File: src/rtl/iec_sd_arbiter_pkg.sv
// Shared types and widths for the IEC drive SD-channel arbiter.
// State encoding is fixed so debug captures decode the same across builds.
package iec_sd_arbiter_pkg;

  localparam int LBA_W = 32;
  localparam int SZ_W  = 6;
  localparam int BUF_W = 8;

  typedef enum logic [1:0] {
    ST_IDLE    = 2'd0,
    ST_REQ     = 2'd1,
    ST_XFER    = 2'd2,
    ST_RELEASE = 2'd3
  } state_t;

  // Width of a drive index; a single drive still needs one bit.
  function automatic int idx_w(input int n);
    return (n > 1) ? $clog2(n) : 1;
  endfunction

endpackage

File: src/rtl/iec_sd_arbiter_if.sv
// Bundle of the per-drive SD request signals and the shared host SD channel.
// The arbiter connects through the slave modport; the drive/host side uses master.
interface iec_sd_arbiter_if #(
  parameter int NDRV = 2
);
  import iec_sd_arbiter_pkg::*;

  // Handshake: a drive holds drv_sd_rd/drv_sd_wr as a level until it has seen
  // its ack rise and fall. The host holds sd_ack high for the whole transfer;
  // sd_buff_wr strobes only occur while sd_ack is high. A request is only
  // withdrawn by the drive, never by the host.
  logic [NDRV*LBA_W-1:0] drv_sd_lba;
  logic [NDRV*SZ_W-1:0]  drv_sd_sz;
  logic [NDRV-1:0]       drv_sd_rd;
  logic [NDRV-1:0]       drv_sd_wr;
  logic [NDRV-1:0]       drv_sd_ack;
  logic [NDRV*BUF_W-1:0] drv_sd_buff_din;
  logic [NDRV-1:0]       drv_sd_buff_wr;

  logic [LBA_W-1:0]      sd_lba;
  logic [SZ_W-1:0]       sd_sz;
  logic                  sd_rd;
  logic                  sd_wr;
  logic                  sd_ack;
  logic [BUF_W-1:0]      sd_buff_din;
  logic                  sd_buff_wr;

  logic [NDRV-1:0]       grant;
  logic                  busy;

  modport slave (
    input  drv_sd_lba, drv_sd_sz, drv_sd_rd, drv_sd_wr, drv_sd_buff_din,
    input  sd_ack, sd_buff_wr,
    output drv_sd_ack, drv_sd_buff_wr,
    output sd_lba, sd_sz, sd_rd, sd_wr, sd_buff_din,
    output grant, busy
  );

  modport master (
    output drv_sd_lba, drv_sd_sz, drv_sd_rd, drv_sd_wr, drv_sd_buff_din,
    output sd_ack, sd_buff_wr,
    input  drv_sd_ack, drv_sd_buff_wr,
    input  sd_lba, sd_sz, sd_rd, sd_wr, sd_buff_din,
    input  grant, busy
  );

endinterface

File: src/rtl/iec_sd_arbiter_rr_pick.sv
// Combinational round-robin picker: first set request at or after last+1,
// wrapping modulo NDRV.
module rr_pick
  import iec_sd_arbiter_pkg::*;
#(
  parameter int NDRV = 2,
  parameter int IW   = idx_w(NDRV)
) (
  input  logic [NDRV-1:0] req,
  input  logic [IW-1:0]   last,
  output logic            valid,
  output logic [IW-1:0]   win
);

  // Scan from the farthest candidate back to the nearest so the nearest one
  // after 'last' is the final assignment and therefore the winner.
  always_comb begin
    valid = 1'b0;
    win   = '0;
    for (int k = NDRV; k >= 1; k--) begin
      if (req[(int'(last) + k) % NDRV]) begin
        valid = 1'b1;
        win   = IW'((int'(last) + k) % NDRV);
      end
    end
  end

endmodule

File: src/rtl/iec_sd_arbiter.sv
// Shares the single host SD block channel among NDRV IEC drive units with
// round-robin grants; ack and buffer strobes reach only the granted drive.
module iec_sd_arbiter
  import iec_sd_arbiter_pkg::*;
#(
  parameter int NDRV = 2
) (
  input  logic             clk_sys,
  input  logic             reset,
  iec_sd_arbiter_if.slave  bus,
  output state_t           dbg_state
);

  localparam int IW = idx_w(NDRV);

  state_t           state_q, state_d;
  logic [NDRV-1:0]  grant_q, grant_d;
  logic [IW-1:0]    last_q, last_d;
  logic [IW-1:0]    win_q, win_d;
  logic [LBA_W-1:0] lba_q, lba_d;
  logic [SZ_W-1:0]  sz_q, sz_d;
  logic             op_wr_q, op_wr_d;

  logic [NDRV-1:0]  req_v;
  logic             pick_valid;
  logic [IW-1:0]    pick_win;

  assign req_v = bus.drv_sd_rd | bus.drv_sd_wr;

  rr_pick #(
    .NDRV (NDRV),
    .IW   (IW)
  ) u_pick (
    .req   (req_v),
    .last  (last_q),
    .valid (pick_valid),
    .win   (pick_win)
  );

  // last resets to NDRV-1 so drive 0 is the first winner.
  always_ff @(posedge clk_sys or posedge reset) begin
    if (reset) begin
      state_q <= ST_IDLE;
      grant_q <= '0;
      last_q  <= IW'(NDRV - 1);
      win_q   <= '0;
      lba_q   <= '0;
      sz_q    <= '0;
      op_wr_q <= 1'b0;
    end else begin
      state_q <= state_d;
      grant_q <= grant_d;
      last_q  <= last_d;
      win_q   <= win_d;
      lba_q   <= lba_d;
      sz_q    <= sz_d;
      op_wr_q <= op_wr_d;
    end
  end

  always_comb begin
    state_d = state_q;
    grant_d = grant_q;
    last_d  = last_q;
    win_d   = win_q;
    lba_d   = lba_q;
    sz_d    = sz_q;
    op_wr_d = op_wr_q;
    case (state_q)
      ST_IDLE: begin
        // A high sd_ack here is a leftover host transaction; wait it out.
        if (pick_valid && !bus.sd_ack) begin
          state_d = ST_REQ;
          win_d   = pick_win;
          grant_d = NDRV'(1) << pick_win;
          lba_d   = bus.drv_sd_lba[pick_win * LBA_W +: LBA_W];
          sz_d    = bus.drv_sd_sz[pick_win * SZ_W +: SZ_W];
          op_wr_d = bus.drv_sd_wr[pick_win];
        end
      end
      ST_REQ: begin
        if (bus.sd_ack) state_d = ST_XFER;
      end
      ST_XFER: begin
        if (!bus.sd_ack) state_d = ST_RELEASE;
      end
      ST_RELEASE: begin
        // Hold until the owner withdraws so one request is issued only once.
        if (!req_v[win_q]) begin
          state_d = ST_IDLE;
          last_d  = win_q;
          grant_d = '0;
        end
      end
      default: state_d = ST_IDLE;
    endcase
  end

  assign bus.sd_rd  = (state_q == ST_REQ) && !op_wr_q;
  assign bus.sd_wr  = (state_q == ST_REQ) &&  op_wr_q;
  assign bus.sd_lba = lba_q;
  assign bus.sd_sz  = sz_q;
  assign bus.grant  = grant_q;
  assign bus.busy   = (state_q != ST_IDLE);
  assign dbg_state  = state_q;

  assign bus.drv_sd_ack     = {NDRV{bus.sd_ack}} & grant_q;
  assign bus.drv_sd_buff_wr = {NDRV{bus.sd_buff_wr}} & grant_q;

  always_comb begin
    bus.sd_buff_din = '0;
    for (int i = 0; i < NDRV; i++) begin
      if (grant_q[i]) bus.sd_buff_din = bus.drv_sd_buff_din[i * BUF_W +: BUF_W];
    end
  end

endmodule

File: src/flat_wrapper.sv
// flat-port wrapper written by rule: the top's interface ports become plain ports
module iec_sd_arbiter_flat import iec_sd_arbiter_pkg::*;
#(
  parameter int NDRV = 2
)
  (clk_sys, reset, dbg_state, bus_drv_sd_lba, bus_drv_sd_sz, bus_drv_sd_rd, bus_drv_sd_wr, bus_drv_sd_buff_din, bus_sd_ack, bus_sd_buff_wr, bus_drv_sd_ack, bus_drv_sd_buff_wr, bus_sd_lba, bus_sd_sz, bus_sd_rd, bus_sd_wr, bus_sd_buff_din, bus_grant, bus_busy);
  iec_sd_arbiter_if #(.NDRV(NDRV)) bus_i ();
  input  logic clk_sys;
  input  logic reset;
  output state_t dbg_state;
  input wire logic [$bits(bus_i.drv_sd_lba)-1:0] bus_drv_sd_lba;
  input wire logic [$bits(bus_i.drv_sd_sz)-1:0] bus_drv_sd_sz;
  input wire logic [$bits(bus_i.drv_sd_rd)-1:0] bus_drv_sd_rd;
  input wire logic [$bits(bus_i.drv_sd_wr)-1:0] bus_drv_sd_wr;
  input wire logic [$bits(bus_i.drv_sd_buff_din)-1:0] bus_drv_sd_buff_din;
  input wire logic [$bits(bus_i.sd_ack)-1:0] bus_sd_ack;
  input wire logic [$bits(bus_i.sd_buff_wr)-1:0] bus_sd_buff_wr;
  output wire logic [$bits(bus_i.drv_sd_ack)-1:0] bus_drv_sd_ack;
  output wire logic [$bits(bus_i.drv_sd_buff_wr)-1:0] bus_drv_sd_buff_wr;
  output wire logic [$bits(bus_i.sd_lba)-1:0] bus_sd_lba;
  output wire logic [$bits(bus_i.sd_sz)-1:0] bus_sd_sz;
  output wire logic [$bits(bus_i.sd_rd)-1:0] bus_sd_rd;
  output wire logic [$bits(bus_i.sd_wr)-1:0] bus_sd_wr;
  output wire logic [$bits(bus_i.sd_buff_din)-1:0] bus_sd_buff_din;
  output wire logic [$bits(bus_i.grant)-1:0] bus_grant;
  output wire logic [$bits(bus_i.busy)-1:0] bus_busy;
  assign bus_i.drv_sd_lba = bus_drv_sd_lba;
  assign bus_i.drv_sd_sz = bus_drv_sd_sz;
  assign bus_i.drv_sd_rd = bus_drv_sd_rd;
  assign bus_i.drv_sd_wr = bus_drv_sd_wr;
  assign bus_i.drv_sd_buff_din = bus_drv_sd_buff_din;
  assign bus_i.sd_ack = bus_sd_ack;
  assign bus_i.sd_buff_wr = bus_sd_buff_wr;
  assign bus_drv_sd_ack = bus_i.drv_sd_ack;
  assign bus_drv_sd_buff_wr = bus_i.drv_sd_buff_wr;
  assign bus_sd_lba = bus_i.sd_lba;
  assign bus_sd_sz = bus_i.sd_sz;
  assign bus_sd_rd = bus_i.sd_rd;
  assign bus_sd_wr = bus_i.sd_wr;
  assign bus_sd_buff_din = bus_i.sd_buff_din;
  assign bus_grant = bus_i.grant;
  assign bus_busy = bus_i.busy;
  iec_sd_arbiter #(.NDRV(NDRV)) u_core (.clk_sys(clk_sys), .reset(reset), .bus(bus_i), .dbg_state(dbg_state));
endmodule
File: config.mk
export PLATFORM = sky130hd
export DESIGN_NAME = iec_sd_arbiter_flat
export DESIGN_NICKNAME = d
export VERILOG_FILES = /design/src/rtl/iec_sd_arbiter_pkg.sv /design/src/rtl/iec_sd_arbiter_if.sv /design/src/rtl/iec_sd_arbiter_rr_pick.sv /design/src/rtl/iec_sd_arbiter.sv /design/src/flat_wrapper.sv
export SDC_FILE = /design/constraint.sdc
export NUM_CORES = 1
export LEC_CHECK = 0
export ABC_CLOCK_PERIOD_IN_PS = 4300
export CORE_MARGIN = 3
export CORE_UTILIZATION = 26
export DETAILED_ROUTE_END_ITERATION = 8
export HOLD_SLACK_MARGIN = 0.1
export PLACE_DENSITY = 0.69
export SYNTH_ARGS = -nofsm -noshare
export SYNTH_HDL_FRONTEND = slang
export SYNTH_SLANG_ARGS = --single-unit
File: constraint.sdc
create_clock -name clk_sys -period 4.3 [get_ports clk_sys]
set_clock_uncertainty 0.15 [all_clocks]
set_input_delay 0.43 -clock clk_sys [delete_from_list [all_inputs] [get_ports clk_sys]]
set_output_delay 0.43 -clock clk_sys [all_outputs]
set_load 0.01 [all_outputs]
=== Word-level counts from Yosys, hierarchy flattened ===
Index checks and enable logic that the tools add are counted.

* Input port bits: 100
* Output and inout bits: 57
* Word-level logic and storage cells: 65
* Bits in registers: 45

* $mul: 1
* Reductions and logical operators: 12
* Muxes and demuxes: 23
* Bitwise operators: 6
* Equality and inequality tests: 7
* Add/subtract/negate cells: 2
* $lt $le $gt $ge: 4
* Shift operators: 3

{| class="wikitable"
|+ Operators by type and width
! cell !! number
|-
| $shiftx 64x7->32 || 1
|-
| $mux 8 || 2
|-
| $mux 1 || 14
|-
| $shiftx 12x5->6 || 1
|-
| $mux 2 || 5
|-
| $pmux 2 s4 || 1
|-
| $lt 2x3->1 const B || 2
|-
| $ne 2x2->1 const B || 3
|-
| $and 2x2->2 || 2
|-
| $eq 2x2->1 const B || 2
|-
| $lt 1x2->1 const B || 2
|-
| $pmux 2 s2 || 1
|-
| $reduce_and 2->1 || 2
|-
| $reduce_and 4->1 || 1
|-
| $reduce_bool 2->1 || 2
|-
| $logic_and 1x1->1 || 3
|-
| $mul 1x2->3 const B || 1
|-
| $reduce_and 3->1 || 1
|-
| $add 1x1->1 const B || 2
|-
| $and 1x1->1 const A || 2
|-
| $eq 2x1->1 const B || 1
|-
| $logic_not 1->1 || 2
|-
| $logic_not 2->1 || 1
|-
| $ne 2x1->1 const B || 1
|-
| other kinds (3) || 3
|}

=== Depth between registers and ports, before layout ===
Gate-level depths: netlist of run 1.

* Depth after elaboration: 10
* Depth in mapped cells: 7
* Depth with buffers taken out: 6

=== Hierarchy ===
A second synthesis of run 1 with hierarchy kept.

* Cell total of the unflattened synthesis: 230
* Area, all modules: 2,290.9 µm²

{| class="wikitable"
|+ By module, submodules not included
! module !! cells each !! area each (µm²) !! times used !! seq. area each (µm²)
|-
| iec_sd_arbiter || 228 || 2,277.2 || 1 || 1,127.3
|-
| rr_pick || 2 || 13.8 || 1 || 0.0
|}

=== Least setup slack after synthesis of run 1 ===
No wires, ideal clock.

* Kind: flip-flop to flip-flop
* Start point: register u_core.state_q[0] (netlist: u_core.dbg_state[0])
* End point: register u_core.win_q
* Data arrival time: 1,587 ps
* Data required time: 4,025 ps
* Library setup time: 125 ps
* Period minus slack after synthesis: 1,862 ps
* Cell stages (with the launch flop): 7
* Setup slack: 2,438 ps
* Path buffers: 1
* Cells stage by stage: dfrtp_1 -> inv_1 -> ha_1 -> nand2b_1 -> a21oi_2 -> buf_2 -> mux2_2

* Word-level cells in the longest chain between the ends: 2

{| class="wikitable"
|+ Ends and longest elaborated chain
! item !! RTL line !! source
|-
| start: declaration || iec_sd_arbiter.sv:16 || <nowiki>state_t state_q, state_d;</nowiki>
|-
| start signal: assignment || iec_sd_arbiter.sv:51 || <nowiki>state_q <= state_d;</nowiki>
|-
| $logic_not 2->1 || iec_sd_arbiter.sv:69 || <nowiki>case (state_q)</nowiki>
|-
| $reduce_and 2->1 (no line) || -- ||
|-
| end signal: assignment || iec_sd_arbiter.sv:54 || <nowiki>win_q <= win_d;</nowiki>
|-
| end: declaration || iec_sd_arbiter.sv:19 || <nowiki>logic [IW-1:0] win_q, win_d;</nowiki>
|}

No other way between the ends.
A chain may end at the register's enable or synchronous reset.

=== Final worst setup path of run 1 ===
* Start point: register u_core.grant_q[1] (netlist: u_core.bus.grant[1])
* End point: output port bus_sd_buff_din[4]

* Word-level cells in the longest chain between the ends: 1

{| class="wikitable"
|+ Ends and longest elaborated chain
! item !! RTL line !! source
|-
| start: declaration || iec_sd_arbiter.sv:17 || <nowiki>logic [NDRV-1:0] grant_q, grant_d;</nowiki>
|-
| start signal: assignment || iec_sd_arbiter.sv:52 || <nowiki>grant_q <= grant_d;</nowiki>
|-
| $mux 8 || iec_sd_arbiter.sv:113 || <nowiki>if (grant_q[i]) bus.sd_buff_din = bus.drv_sd_buff_din[i * BUF_W +: BUF_W];</nowiki>
|-
| end: declaration || flat_wrapper.sv:24 || <nowiki>output wire logic [$bits(bus_i.sd_buff_din)-1:0] bus_sd_buff_din;</nowiki>
|}

No other way between the ends.

==> summary.txt, run 1 <==
Run status
  • Outcome: complete, no violations

Floorplanning
  • # rows: 35
  • Core area: 9284 um2
  • I/O Pins: 157
  • Die width: 104.0 um
  • DIE AREA: about 11000 um2
  • Die height: between 100 and 150 um
  • Initial core utilization: 26.91%

Timing
  • Setup violations, final: 0
  • Setup TNS: 0 ps
  • Slew headroom: 35.74%
  • RSZ-0062 raised after global routing: false
  • Fin crit share: 59.47%
  • Final hold vios: 0
  • Tmin final: 2557 ps
  • Worst Tran Pin Value: 962.5 ps
  • Slew Viols, Final: 0
  • Fmax: 0.3910 GHz

Logic synthesis
  • Cell variety after synth: 27
  • Post-synth ARST share: 100.0%
  • Yosys warns: 0
  • Most area-consuming cells after synthesis: dfrtp_1 44%, mux2i_1 16%, a21oi_2 13%, nor2_1 6.5%, a22o_1 2.8%
  • Commonest cells in the netlist: 44 x dfrtp_1, 43 x nor2_1, 39 x mux2i_1
  • Cell with the most instances after synthesis: dfrtp_1
  • Number of synthesized register bits: 45
  • Post-synthesis compound-gate area fraction: around a fifth
  • Synth Area in Adders: 2.504%
  • Post-synthesis sequential area ratio: 45.12%
  • Post-Syn Instances: 230
  • Mux contribution to synthesized area: between 10% and 20%
  • Synthesized cell area: roughly 2500 um2
  • Synthesized area per cell: 10.86 um2
  • Number of synthesized flops with an enable pin: 0
  • Main combinational cell family by area after synthesis: compound AO/OA/AOI/OAI gates
  • Share of the synthesized area in the top cell type: between 40% and 50%
  • Post-synthesis xor/xnor area fraction: 0%
  • Syn Nets: 335
  • Main synth FF type: dfrtp_1
  • Synth area leader: dfrtp_1
  • Synth Area in Simple Gates: 10.52%

Global route
  • Initial antenna violation count: 0
  • GRT Overall Usage: 12.56%
  • Met1 Use GR: ~14%
  • Number of global-route vias before repair: 2154
  • GR peak layer: met2
  • Met3 usage: under 10%
  • Met2 Track Usage GR: about a quarter
  • Global-route wire length before repair: 11050 um
  • Grt ovf: 0
  • Pin count of the biggest net entering global routing: between 40 and 50

Clock network
  • Cts hold-fix bufs: 0
  • Clock buffer depth: 2
  • Clk Latency, worst-skew pair: around 280 ps
  • CTS buffer count: 5
  • TritonCTS clock tree: yes
  • Setup bufs post-CTS: 0
  • H-tree levels: 2
  • Clock transition at the registers of the reported paths: 80 ps
  • Clock sinks: between 40 and 50
  • Root buf cell: clkbuf_8
  • Post-CTS sizing: 0

Power
  • Power density over cell area: 575.0 nW/um2
  • Static Leak: around 1.8 nW
  • Max rail drop VDD: 0.1828 mV

Final layout
  • Non-Filler Instances: a little over 500
  • Layout fillers: between 900 and 1000
  • Number of antenna repair diodes: 0
  • Share of layout cells above drive strength 1: 14.44%
  • Area Growth Syn to Fin: 68.65%
  • Nets: 487

Worst setup path
  • Req. time, crit path: around 3700 ps
  • Critical Path End Type: output port
  • Crit path max fanout: 14
  • Startpoint types: register
  • CP arrival: 1980 ps
  • R2R setup slack: roughly 2200 ps
  • Setup CP Type: register to output port

Place
  • Port Buffer Count: 156
  • Detailed placement HPWL: 5456 um
  • DP Cell Count: approximately 500
  • Placer's final routability congestion estimate: between 0.7 and 0.8

Routing
  • Vias per std cell: between 4 and 5
  • WL final: 7006 um
  • # DRC: 0
  • Drt pass-1 iters: 3
  • Initial drt markers: 50
  • Detail Route Antenna Nets: 0
  • Vias: between 2000 and 2500
  • DR WL/cell: 13.74 um

Run
  • Max Cap Viol: 0

Min path
  • Hold Crit Class: register to register
## state kept, by name (all words and copies together), names as in the netlist
| register | cells |
|---|---|
| u_core.bus.grant | 2 |
| u_core.bus.sd_lba | 32 |
| u_core.bus.sd_sz | 6 |
| u_core.dbg_state | 2 |
| u_core.last_q | 1 |
| u_core.op_wr_q | 1 |
| u_core.win_q | 1 |
## logic make-up (layout without fill, tap and decap cells)
group | Yosys count | in the layout
AOI/OAI and AO/OA | 60 | 60
adders and majority gates | 5 | 5
buffers and inverters | 18 | 169
DFF | 45 | 45
muxes | 42 | 42
and+or+nand+nor | 60 | 60
## layout by cell type (no fill, tap or decap)
| master | instances |
|---|---|
| o2bb2ai_1 | 1 |
| o21ai_0 | 3 |
| clkinv_2 | 1 |
| buf_4 | 3 |
| nand2b_1 | 1 |
| a21oi_1 | 5 |
| nor2_1 | 43 |
| or2_4 | 1 |
| ha_1 | 5 |
| clkdlybuf4s50_1 | 156 |
| dfrtp_1 | 44 |
| and2_1 | 5 |
| mux2i_1 | 39 |
| inv_1 | 3 |
| or3b_1 | 1 |
| dfstp_2 | 1 |
| a21oi_2 | 37 |
| nor2_2 | 1 |
| mux2_2 | 3 |
| clkbuf_8 | 5 |
| o211ai_1 | 1 |
| inv_2 | 1 |
| nand2_1 | 4 |
| a21oi_4 | 2 |
| a211oi_1 | 2 |
| a22o_1 | 8 |
| o21ai_1 | 1 |
| nor2b_1 | 4 |
## area by class of cell
class,count,area [um2],area share (%)
timing repair buffer,159,1584,37.59
multi-input combinational,167,1252,29.72
sequential,45,1127,26.75
tap,129,161.4,3.830
clock buffer,5,68.82,1.633
inverter,4,15.01,0.3563
clock inverter,1,5.005,0.1188
## critical path, stage by stage, from the launching register on
cell and delay, ps:
dfrtp_1 520, nor2b_1 440, a22o_1 210, clkdlybuf4s50_1 530
## path summary, 6_finish.rpt
kind / start / endpoint / cells after the start
hold reg to reg: u_core.bus.sd_lba[1] / u_core.bus.sd_lba[1] / 2
setup reg to reg: u_core.dbg_state[0] / u_core.op_wr_q / 6
max in group asynchronous: reset / u_core.bus.sd_lba[4] / 2
min in group asynchronous: reset / u_core.bus.sd_lba[20] / 2
hold / removal: u_core.bus.sd_lba[1] / u_core.bus.sd_lba[1] / 2
setup / recovery: u_core.bus.grant[1] / bus_sd_buff_din[4] / 3
## report_power, final
part           internal (mW)  switching, mW  leakage (nW)
Combinational          0.784          0.620          1.22
Clock                  0.107          0.136        0.0399
Sequential             0.635          0.140         0.501
Total                   1.53          0.896          1.76
## metrics by stage
stage               area [um2]  hold slack [ps]  utilization, %  setup slack, ps  total power, mW
global placement          4140            349.3           44.60             1714            2.182
finish                    4214            366.1           45.39             1743            2.423
global route              4214            402.5           45.39             1582            2.609
floorplan                 2499            346.2               -             2438            1.549
detailed placement        4140            354.6           44.60             1689            2.215
CTS                       4214            374.7           45.39             1716            2.471
## per-layer routing
layer	part of all wire [%]	wire [um]	vias up
met3	6.4	448	2
met2	53	3734	85
met1	40	2781	990
li1	-	-	1096
met5	0	0	-
met4	0.60	42	0
(Power assumes the default switching activity.)
==> run 2: changes to the inputs <==
ABC_CLOCK_PERIOD_IN_PS = 2400   (was 4300)
clock period = 2.4 ns   (was 4.3 ns; I/O delays follow)
==> run 2 against run 1 <==
Effect of this change:
- sequential share of layout area is 0.63 points lower
- die area is the same
- global-route usage up 0.051 points
- worst setup slack got worse by 1600 ps
- critical path depth stayed put
- non-clock buffer count up 4
- via count rose by 2.2%
- clock power increased by 81%
- largest power group unchanged
==> summary.txt, run 2 (synthesis gave the netlist of run 1 again) <==
Timing
  • RSZ-0062 raised after global routing: false
  • Setup violations, final: 0
  • Tmin final: 2253 ps
  • Slew Viols, Final: 0
  • Fmax: 0.4439 GHz
  • Setup TNS: 0 ps
  • Slew headroom: 64.27%
  • Final hold vios: 0
  • Worst Tran Pin Value: 535.1 ps
  • Fin crit share: 93.87%
  • Fin Hold WS: 156.2 ps
  • Setup slack after layout: 147.0 ps

Run
  • Max Cap Viol: 0

Floorplanning
  • Die height: roughly 100 um
  • Die width: 104.0 um
  • Initial core utilization: 26.91%
  • Core area: 9284 um2
  • # rows: 35
  • I/O Pins: 157
  • DIE AREA: approximately 11000 um2

Clock network
  • TritonCTS clock tree: yes
  • Clock buffer depth: 2
  • Clk Latency, worst-skew pair: 280 ps
  • Clock transition at the registers of the reported paths: 80 ps
  • Post-CTS sizing: 0
  • H-tree levels: 2
  • CTS buffer count: 5
  • Root buf cell: clkbuf_8
  • Setup bufs post-CTS: 0
  • Cts hold-fix bufs: 0
  • Clock sinks: between 40 and 50

Final layout
  • Nets: roughly 500
  • Layout fillers: 936
  • Highest-count cells in the layout ignoring fill and taps: 156 x clkdlybuf4s50_1, 44 x dfrtp_1, 43 x nor2_1, 39 x mux2i_1, 37 x a21oi_2
  • Largest register FFs: 32
  • Share of layout cells above drive strength 1: about 16%
  • Commonest non-fill, non-tap cell in the layout: clkdlybuf4s50_1
  • Area Growth Syn to Fin: 72.71%
  • Number of antenna repair diodes: 0

Global route
  • Pin count of the biggest net entering global routing: 41
  • Global-route wire length before repair: 11180 um
  • Grt ovf: 0
  • Initial antenna violation count: 0
  • GRT Overall Usage: 12.61%
  • Number of global-route vias before repair: roughly 2300

Power
  • Power density over cell area: 1026 nW/um2
  • Flop pwr share: 30.8%
  • Static Leak: 1.805 nW
  • Design internal power: 2.812 mW
  • Logic pwr share: 59.2%
  • Clk network pwr share: 10.0%
  • Net Sw Power: 1.617 mW
  • Switching fraction of total power: a little over a third
  • Max rail drop VDD: approximately 0.33 mV

Routing
  • Vias per std cell: 4.304
  • DR WL/cell: 13.48 um
  • WL final: 6954 um
  • Vias: 2221
  • # DRC: 0
  • Initial drt markers: 40
  • Detail Route Antenna Nets: 0
  • Drt pass-1 iters: 3

Worst setup path
  • Worst reg2reg path depth: 6
  • R2R setup slack: 520 ps
  • CP arrival: around 1900 ps
  • Startpoint types: register
  • Crit path max fanout: 7
  • CP Launch Point: u_core.bus.grant[0]
  • Req. time, crit path: 2010 ps
  • FF-to-FF End: u_core.bus.grant[1]
  • Setup CP Type: register to output port
  • Critical Path End Type: output port
  • R2r startpoint: u_core.dbg_state[0]

Min path
  • Hold Crit Class: primary input to async pin

Place
  • Detailed placement HPWL: 5691 um
  • Placer's final routability congestion estimate: around 0.79
  • Port Buffer Count: between 150 and 200
  • Worst slack, placed: 349.0 ps

Run status
  • Outcome: complete, no violations
run 2: cell types whose count changed in the layout (fill, tap and decap cells not counted), sizes merged:
cell and delta:
clkbuf +1, clkinv +1, buf +4
run 2: routing by layer:
metal | wire (um) | share of wire (%) | global-route usage [%] | vias up
met2 | 3707 | 53 | 23.26 | 96
met5 | 0 | 0 | 0 | -
li1 | - | - | - | 1108
met3 | 531 | 7.6 | 3.786 | 11
met1 | 2593 | 37 | 13.77 | 1006
met4 | 123 | 1.8 | 3.989 | 0
run 2: per-stage QoR:
stage,power (mW),instance area [um2],utilization (%),std cells
floorplan,2.775,2499,-,230
global placement,4.000,4233,45.59,508
detailed placement,4.056,4233,45.59,508
CTS,4.530,4315,46.48,516
global route,4.775,4315,46.48,516
finish,4.429,4315,46.48,516
run 2: power groups by stage:
stage,Sequential (mW),Combinational (mW),Clock (mW)
floorplan,1.53,1.25,0
global placement,1.37,2.63,0
detailed placement,1.39,2.67,0
CTS,1.38,2.68,0.477
global route,1.43,2.84,0.502
finish,1.36,2.62,0.442
run 2: critical path, stage by stage, from the launching register on:
cell and delay (ps):
dfrtp_1 450, nor2b_1 400, a22o_1 200, clkdlybuf4s50_1 530
run 2: worst max path at each step:
stage / endpoint / slack, ps
2_1_floorplan: u_core.win_q / 540
3_3_place_gp: u_core.bus.sd_lba[0] / 340
3_5_place_dp: u_core.bus.sd_lba[0] / 350
4_1_cts: bus_sd_buff_din[4] / 130
5_1_grt: bus_sd_buff_din[4] / 60
6_report: bus_sd_buff_din[4] / 150
run 2: layout make-up:
cell class	instances	area (um2)	share of cell area, %
Timing Repair Buffer	163	1677	38.85
Multi-Input combinational cell	167	1252	29.02
Sequential cell	45	1127	26.12
Tap cell	129	161.4	3.740
Clock buffer	6	72.57	1.682
Inverter	4	15.01	0.3479
Clock inverter	2	10.01	0.2320
==> run 3: changes to the inputs <==
GPL_TIMING_DRIVEN = 1   (was not set)
==> results of run 3 <==
No change in the layout: final DEF, timing and power equal those of run 2.
